--- src/rtl/gact_seq_loader.sv ---
//------------------------------------------------------------------------------
// Module  : gact_seq_loader
// Brief   : Unpacks ASCII sequence words into 4-bit GACT nucleotide codes with
//           write addresses; optional complement / reverse-byte-order strands.
//           Macro GACT_SEQ_LOADER_SOFTMASK_EN: lowercase a/c/g/t map to N.
// Revision: 1.0 - initial release
//------------------------------------------------------------------------------
`default_nettype none

module gact_seq_loader #(
  parameter int IN_W  = 64,
  parameter int LEN_W = 16
) (
  input  logic             clk,
  input  logic             rst,
  input  logic             start,
  input  logic [LEN_W-1:0] seq_len,
  input  logic             complement,
  input  logic             reverse,
  input  logic [IN_W-1:0]  in_data,
  input  logic             in_valid,
  output logic             in_ready,
  output logic [3:0]       nt_out,
  output logic [LEN_W-1:0] nt_addr,
  output logic             nt_valid,
  input  logic             nt_ready,
  output logic             busy,
  output logic             done
);

  localparam int B  = IN_W / 8;
  localparam int BW = (B > 1) ? $clog2(B) : 1;

  localparam logic [1:0] S_IDLE  = 2'd0;
  localparam logic [1:0] S_FETCH = 2'd1;
  localparam logic [1:0] S_EMIT  = 2'd2;
  localparam logic [1:0] S_DONE  = 2'd3;

  logic [1:0]       r_state;
  logic [IN_W-1:0]  r_word;
  logic [BW-1:0]    r_byte_idx;
  logic [LEN_W-1:0] r_addr;
  logic [LEN_W-1:0] r_len;
  logic             r_comp;
  logic             r_rev;

  logic [BW-1:0]    w_sel;
  logic [7:0]       w_char;
  logic [2:0]       w_base;
  logic [2:0]       w_code;
  logic             w_last_nt;
  logic             w_last_byte;

  function automatic logic [2:0] base_code(input logic [7:0] ch);
    logic [2:0] code;
    code = 3'd0;
    case (ch)
      8'h41: code = 3'd1;
      8'h43: code = 3'd2;
      8'h47: code = 3'd3;
      8'h54: code = 3'd4;
`ifdef GACT_SEQ_LOADER_SOFTMASK_EN
      default: code = 3'd0;
`else
      8'h61: code = 3'd1;
      8'h63: code = 3'd2;
      8'h67: code = 3'd3;
      8'h74: code = 3'd4;
      default: code = 3'd0;
`endif
    endcase
    return code;
  endfunction

  // Reverse mode walks the word from the top byte down.
  assign w_sel  = r_rev ? (BW'(B - 1) - r_byte_idx) : r_byte_idx;
  assign w_char = 8'(r_word >> {w_sel, 3'b000});
  assign w_base = base_code(w_char);
  // Codes A=1..T=4 are laid out so that complement is 5 - code; N stays 0.
  assign w_code = (r_comp && (w_base != 3'd0)) ? (3'd5 - w_base) : w_base;

  assign w_last_nt   = (r_addr == (r_len - LEN_W'(1)));
  assign w_last_byte = (r_byte_idx == BW'(B - 1));

  assign in_ready = (r_state == S_FETCH);
  assign nt_valid = (r_state == S_EMIT);
  assign busy     = (r_state != S_IDLE);
  assign done     = (r_state == S_DONE);
  assign nt_out   = nt_valid ? {1'b0, w_code} : 4'd0;
  assign nt_addr  = r_addr;

  always_ff @(posedge clk) begin
    if (rst) begin
      r_state    <= S_IDLE;
      r_word     <= '0;
      r_byte_idx <= '0;
      r_addr     <= '0;
      r_len      <= '0;
      r_comp     <= 1'b0;
      r_rev      <= 1'b0;
    end else begin
      case (r_state)
        S_IDLE: begin
          if (start) begin
            r_len   <= seq_len;
            r_comp  <= complement;
            r_rev   <= reverse;
            r_addr  <= '0;
            r_state <= (seq_len == '0) ? S_DONE : S_FETCH;
          end
        end
        S_FETCH: begin
          if (in_valid) begin
            r_word     <= in_data;
            r_byte_idx <= '0;
            r_state    <= S_EMIT;
          end
        end
        S_EMIT: begin
          if (nt_ready) begin
            // The final address is held so the write address stays meaningful.
            if (w_last_nt) begin
              r_state <= S_DONE;
            end else begin
              r_addr     <= r_addr + LEN_W'(1);
              r_byte_idx <= r_byte_idx + BW'(1);
              if (w_last_byte) begin
                r_state <= S_FETCH;
              end
            end
          end
        end
        S_DONE:  r_state <= S_IDLE;
        default: r_state <= S_IDLE;
      endcase
    end
  end

endmodule

`default_nettype wire

--- config.mk ---
export PLATFORM = sky130hd
export DESIGN_NAME = gact_seq_loader
export DESIGN_NICKNAME = d
export VERILOG_FILES = /design/src/rtl/gact_seq_loader.sv
export SDC_FILE = /design/constraint.sdc
export NUM_CORES = 1
export LEC_CHECK = 0
export CAP_MARGIN = 20
export CORE_MARGIN = 3
export CORE_UTILIZATION = 39
export CTS_CLUSTER_DIAMETER = 80
export CTS_CLUSTER_SIZE = 14
export DETAILED_ROUTE_END_ITERATION = 16
export GPL_TIMING_DRIVEN = 0
export SYNTH_ARGS = -nofsm -noshare
export SYNTH_HDL_FRONTEND = slang
export SYNTH_SLANG_ARGS = --single-unit
--- constraint.sdc ---
create_clock -name clk -period 3.4 [get_ports clk]
set_input_delay 0.68 -clock clk [delete_from_list [all_inputs] [get_ports clk]]
set_output_delay 0.68 -clock clk [all_outputs]
set_load 0.02 [all_outputs]
# After elaboration in Yosys (flattened, before gate mapping)
# Index checks and enable logic that the tools add are counted.
# word_totals
register_bits,103
inputBits,87
elab_cells,66
# classes
n_addsub,5
n_eq_ne,18
shifts,1
n_mux,19
reduce_logical,16
# op_table
operator,count
$eq A8 B7 Y1 const B,8
$shr A64 B6 Y8,1
$mux W16,3
$pmux W16 S2,1
$mux W3,6
$add A16 B1 Y16 const B,1
$eq A16 B16 Y1,1
$logic_not A16 Y1,1
$sub A16 B1 Y16 const B,1
$mux W2,6
$pmux W3 S4,1
$reduce_and A4 Y1,3
$pmux W2 S4,1
$reduce_or A2 Y1,4
$ne A2 B2 Y1 const B,3
$pmux W3 S2,1
$reduce_bool A2 Y1,3
$sub A3 B3 Y3 const A,2
$eq A2 B2 Y1 const B,2
$reduce_and A2 Y1,2
$add A3 B1 Y3 const B,1
$eq A3 B3 Y1 const B,1
$ne A3 B1 Y1 const B,1
$reduce_bool A3 Y1,1
4 further kinds,4

# Logic depth before layout (Yosys ltp)
# logic_depth
depth_word,10
ltp_mapped,10
depth_no_buf,9

# Least setup slack after synthesis
# Ideal clock, no wire load.
# synth_path
path_kind,reg-to-output
from,register r_rev
to,output port nt_out[0]
arrival_ps,2527
required_ps,2720
setup_slack_ps,193
stages_incl_launch_ff,9
n_path_buf,1
path_cell_list,dfxtp_1 buf_2 xnor2_1 nand3b_1 a32o_1 a211o_1 or3b_4 nor4b_2 o31a_1
# synth_via
elab_chain_len,9
elab_cells_between_ends,20
# synth_lines
element,line_no,source
start: declaration,45,logic r_rev;
start signal: assignment,107,r_rev <= reverse;
$mux W3 (*),76,assign w_sel = r_rev ? (BW'(B - 1) - r_byte_idx) : r_byte_idx;
$shr A64 B6 Y8 (*),77,"assign w_char = 8'(r_word >> {w_sel, 3'b000});"
$eq A8 B7 Y1,57,case (ch)
$reduce_or A2 Y1 (no line),--,
$pmux W3 S4 (*),57,
branches (longest 2 deep; another with $sub A3 B3 Y3),--,
$mux W3 (*),80,assign w_code = (r_comp && (w_base != 3'd0)) ? (3'd5 - w_base) : w_base;
$mux W3 (*),89,"assign nt_out = nt_valid ? {1'b0, w_code} : 4'd0;"
end: declaration,23,"output logic [3:0] nt_out,"
# Mark *: on every way between the ends.

# Worst setup path after layout
# layout_path
from,register r_byte_idx[0]
to,output port nt_out[0]
# layout_via
elab_chain_len,10
elab_cells_between_ends,21
# layout_lines
element,line_no,source
start: declaration,41,logic [BW-1:0] r_byte_idx;
start signal: assignment,126,r_byte_idx <= r_byte_idx + BW'(1);
$sub A3 B3 Y3,76,
$mux W3 (*),76,
$shr A64 B6 Y8 (*),77,
$eq A8 B7 Y1,57,
$reduce_or A2 Y1 (no line),--,
$pmux W3 S4 (*),57,
branches (longest 2 deep; another with $sub A3 B3 Y3),--,
$mux W3 (*),80,
$mux W3 (*),89,
# Marks and branches as above.

==> results_dict.tcl <==
set metrics [dict create \
    status "finished, violations left" \
    violations "negative setup slack" \
    syn2layout_area_growth_pct 34.6 \
    synth-edff-count 0 \
    start_util 0.400 \
    dp_cells 913 \
    wl_met2_um 7040 \
    fin_ws_ps -224 \
    yosys_warnings 0 \
    regArea_mm2 0.00191 \
    grt_pass1_vias 4638 \
    rsz0062_at_grt "yes" \
    cts_sinks 95 \
    endpoint_kind "output port" \
    wl_met1_um 6330 \
    die_w_um 117 \
    cap_violations 0 \
    grt_max_degree 17 \
    holdBufCountCts 0 \
    grt.total_usage 0.212 \
    first_pass_iters 7 \
    finalNonFillerCells 938 \
    seq_area_frac_synth 0.394 \
    antenna_found_initial 0 \
    via_per_inst 5.18 \
    slew_violations 0 \
    clkTransAtPathRegs_ps 60 \
    synth_flop_cell "dfxtp_1" \
    ant_nets 0 \
    wire_per_inst_um 15.4 \
    multi_input_area_mm2 0.00279 \
    startpoint_type "flop" \
    drive_above_1_share 0.0740 \
    layout_common_cells "196 x nand2_1, 97 x clkdlybuf4s50_1, 95 x a21oi_1, 92 x dfxtp_1, 31 x clkbuf_1" \
    pwr-share-comb 0.186 \
    fillers 1207 \
    fin_nets 856 \
    p_clk_frac 0.356 \
    ir_drop_v 0.000203 \
    synthDistinctLibCells 63 \
    max_stage_delay_ps 430 \
    dieHeight_um 117 \
    drt_iter0_markers 336 \
    path_common_cell "buf_6" \
    r2r_start "r_len[0]" \
    rows 40 \
    hold_viol 0 \
    min_period_over_period 1.07 \
    synth_cells 644 \
    cts-root-buf "clkbuf_16" \
    max_freq_mhz 276 \
    crit_arrival_ps 2940 \
    grt_pass1_wl_um 22700 \
    synth_nets 735 \
    port_buffers 100 \
    h-tree-depth 3 \
    numCtsBuffers 9 \
    avgSynthCellArea_um2 7.50 \
    power_switching_share 0.283 \
    worstPathCellList "xnor2_4 -> buf_6 -> nand3b_1 -> a32o_1 -> a211o_1 -> or3b_4 -> nor4b_4 -> o31a_1 -> buf_6" \
    powerDensity_mw_per_mm2 406 \
    place_congestion 0.839 \
    seq_power_share 0.458 \
    clock_skew_ps 9.70 \
    core_area_mm2 0.0121 \
    hpwl_um 11200 \
    fin_crit_ps 3620 \
    hold_class "flop to flop" \
    p_leak_nw 2.25 \
    route.met3.wl_um 637 \
    route.vias.total 4863 \
    dieArea_mm2 0.0138 \
    final_common_cell "nand2_1" \
    slew_headroom 0.539 \
    crit_required_ps 2720 \
    slowest_stage "or3b_4" \
    wl_um 14500 \
    clockBufferDepth 2 \
    p_int_w 0.00189 \
    syn_area_mm2 0.00483 \
    postSynth.asyncResetShare 0 \
    finalSetupViolCount 3 \
    startpoint "r_byte_idx[0]" \
    pin_count 111 \
    min_from "r_word[7]" \
    overflow 0 \
    tightestPinTransition_ps 688 \
    highest_layer "met4" \
    antennaDiodeCount 0 \
    cts_tree "built" \
    ys_seq_elements 95 \
    crit_type "flop to output port" \
    drt_drc_violations_left 0 \
    cp_max_fo 5 \
    p_sw_w 0.000747 \
    fin_tns_setup_ps -566 \
    clock_latency_ps 350 \
]
[per-layer routing]
layer  up-vias  global-route usage
li1       2485                   -
met1      2216               0.259
met2       131               0.363
met3        31              0.0344
met4         0              0.0994
met5         -                   0
[registers in the layout, summed over array words and instances (netlist names)]
| register | flops |
|---|---|
| nt_addr | 16 |
| r_byte_idx | 3 |
| r_comp | 1 |
| r_len | 16 |
| r_rev | 1 |
| r_state | 2 |
| r_word | 56 |
[layout make-up]
class	instances	share of cell area
sequential	95	0.294
buffer	39	0.0252
clock buffer	10	0.0352
clock inverter	6	0.00693
tap	168	0.0323
timing repair buffer	111	0.172
inverter	9	0.00520
multi-input combinational	500	0.429
[cell families after synthesis]
family / count (synthesis) / synth area share
AO/OA/AOI/OAI: 138 / 0.166
other: 1 / 0.000777
flip-flops: 95 / 0.394
AND/OR/NAND/NOR: 325 / 0.325
adder cells (fa/ha/maj): 4 / 0.0104
buffers and inverters: 49 / 0.0404
XOR/XNOR: 21 / 0.0396
multiplexers: 11 / 0.0236
[synthesized netlist by cell type (all sizes together), types with 2 or more instances]
cell / count / area share
and3: 4 / 0.0052
nand2: 196 / 0.15
nand3: 25 / 0.026
or3: 13 / 0.017
or3b: 2 / 0.0041
inv: 9 / 0.0070
o31ai: 6 / 0.0093
xor2: 11 / 0.022
o211a: 2 / 0.0041
a32o: 2 / 0.0041
nor2b: 6 / 0.0078
clkbuf: 33 / 0.026
nor3: 11 / 0.012
nand3b: 8 / 0.012
o21ai: 15 / 0.016
buf: 7 / 0.0078
nand4: 12 / 0.016
or4: 7 / 0.011
mux2: 3 / 0.0070
xnor2: 10 / 0.018
a21oi: 95 / 0.098
dfxtp: 95 / 0.39
and2: 4 / 0.0052
nor4b: 4 / 0.0086
nand2b: 6 / 0.0078
ha: 4 / 0.010
nor3b: 3 / 0.0047
mux2i: 8 / 0.017
nor2: 11 / 0.0086
or2: 2 / 0.0026
a22o: 2 / 0.0036
nor4: 8 / 0.018
[timing repair]
| item | in CTS | in global routing |
|---|---|---|
| pin swaps | 5 | 7 |
| gates resized for setup | 31 | 13 |
| setup buffers | 7 | 3 |
| endpoints found under the setup margin | 3 | 3 |
[metrics by stage]
step / power (W) / setup slack [ps] / util / instance area (um^2) / hold slack [ps]
after floorplan: 0.00149 / 193 / - / 4830 / 431
after global placement: 0.00168 / -1140 / 0.501 / 6040 / 439
after detailed placement: 0.00169 / -728 / 0.501 / 6050 / 443
after CTS: 0.00266 / -248 / 0.534 / 6450 / 452
after global routing: 0.00277 / -291 / 0.539 / 6500 / 470
final: 0.00264 / -224 / 0.539 / 6500 / 449
[path summary, 6_finish.rpt]
path	slack [ps]	endpoint	cells past startpoint
worst max-delay path	-220	nt_out[0]	9
worst min-delay path	450	r_word[7]	2
worst max register to register	380	nt_addr[9]	10
worst min register to register	450	r_word[7]	2
[worst max-delay path, delay by kind of cell (launching register included)]
| kind | cells | cell delay (ps) |
|---|---|---|
| buffers and inverters | 2 | 270 |
| AOI/OAI and AO/OA | 3 | 790 |
| xor gates and xnor gates | 1 | 290 |
| DFF | 1 | 380 |
| and+or+nand+nor | 3 | 860 |
[power groups by stage]
stage	combinational (W)	clock, W	sequential, W
detailed placement	0.000462	0	0.00123
finish	0.000490	0.000940	0.00121
CTS	0.000488	0.000964	0.00121
floorplan	0.000279	0	0.00121
global placement	0.000452	0	0.00123
global route	0.000538	0.00101	0.00122
(Power assumes the default switching activity.)
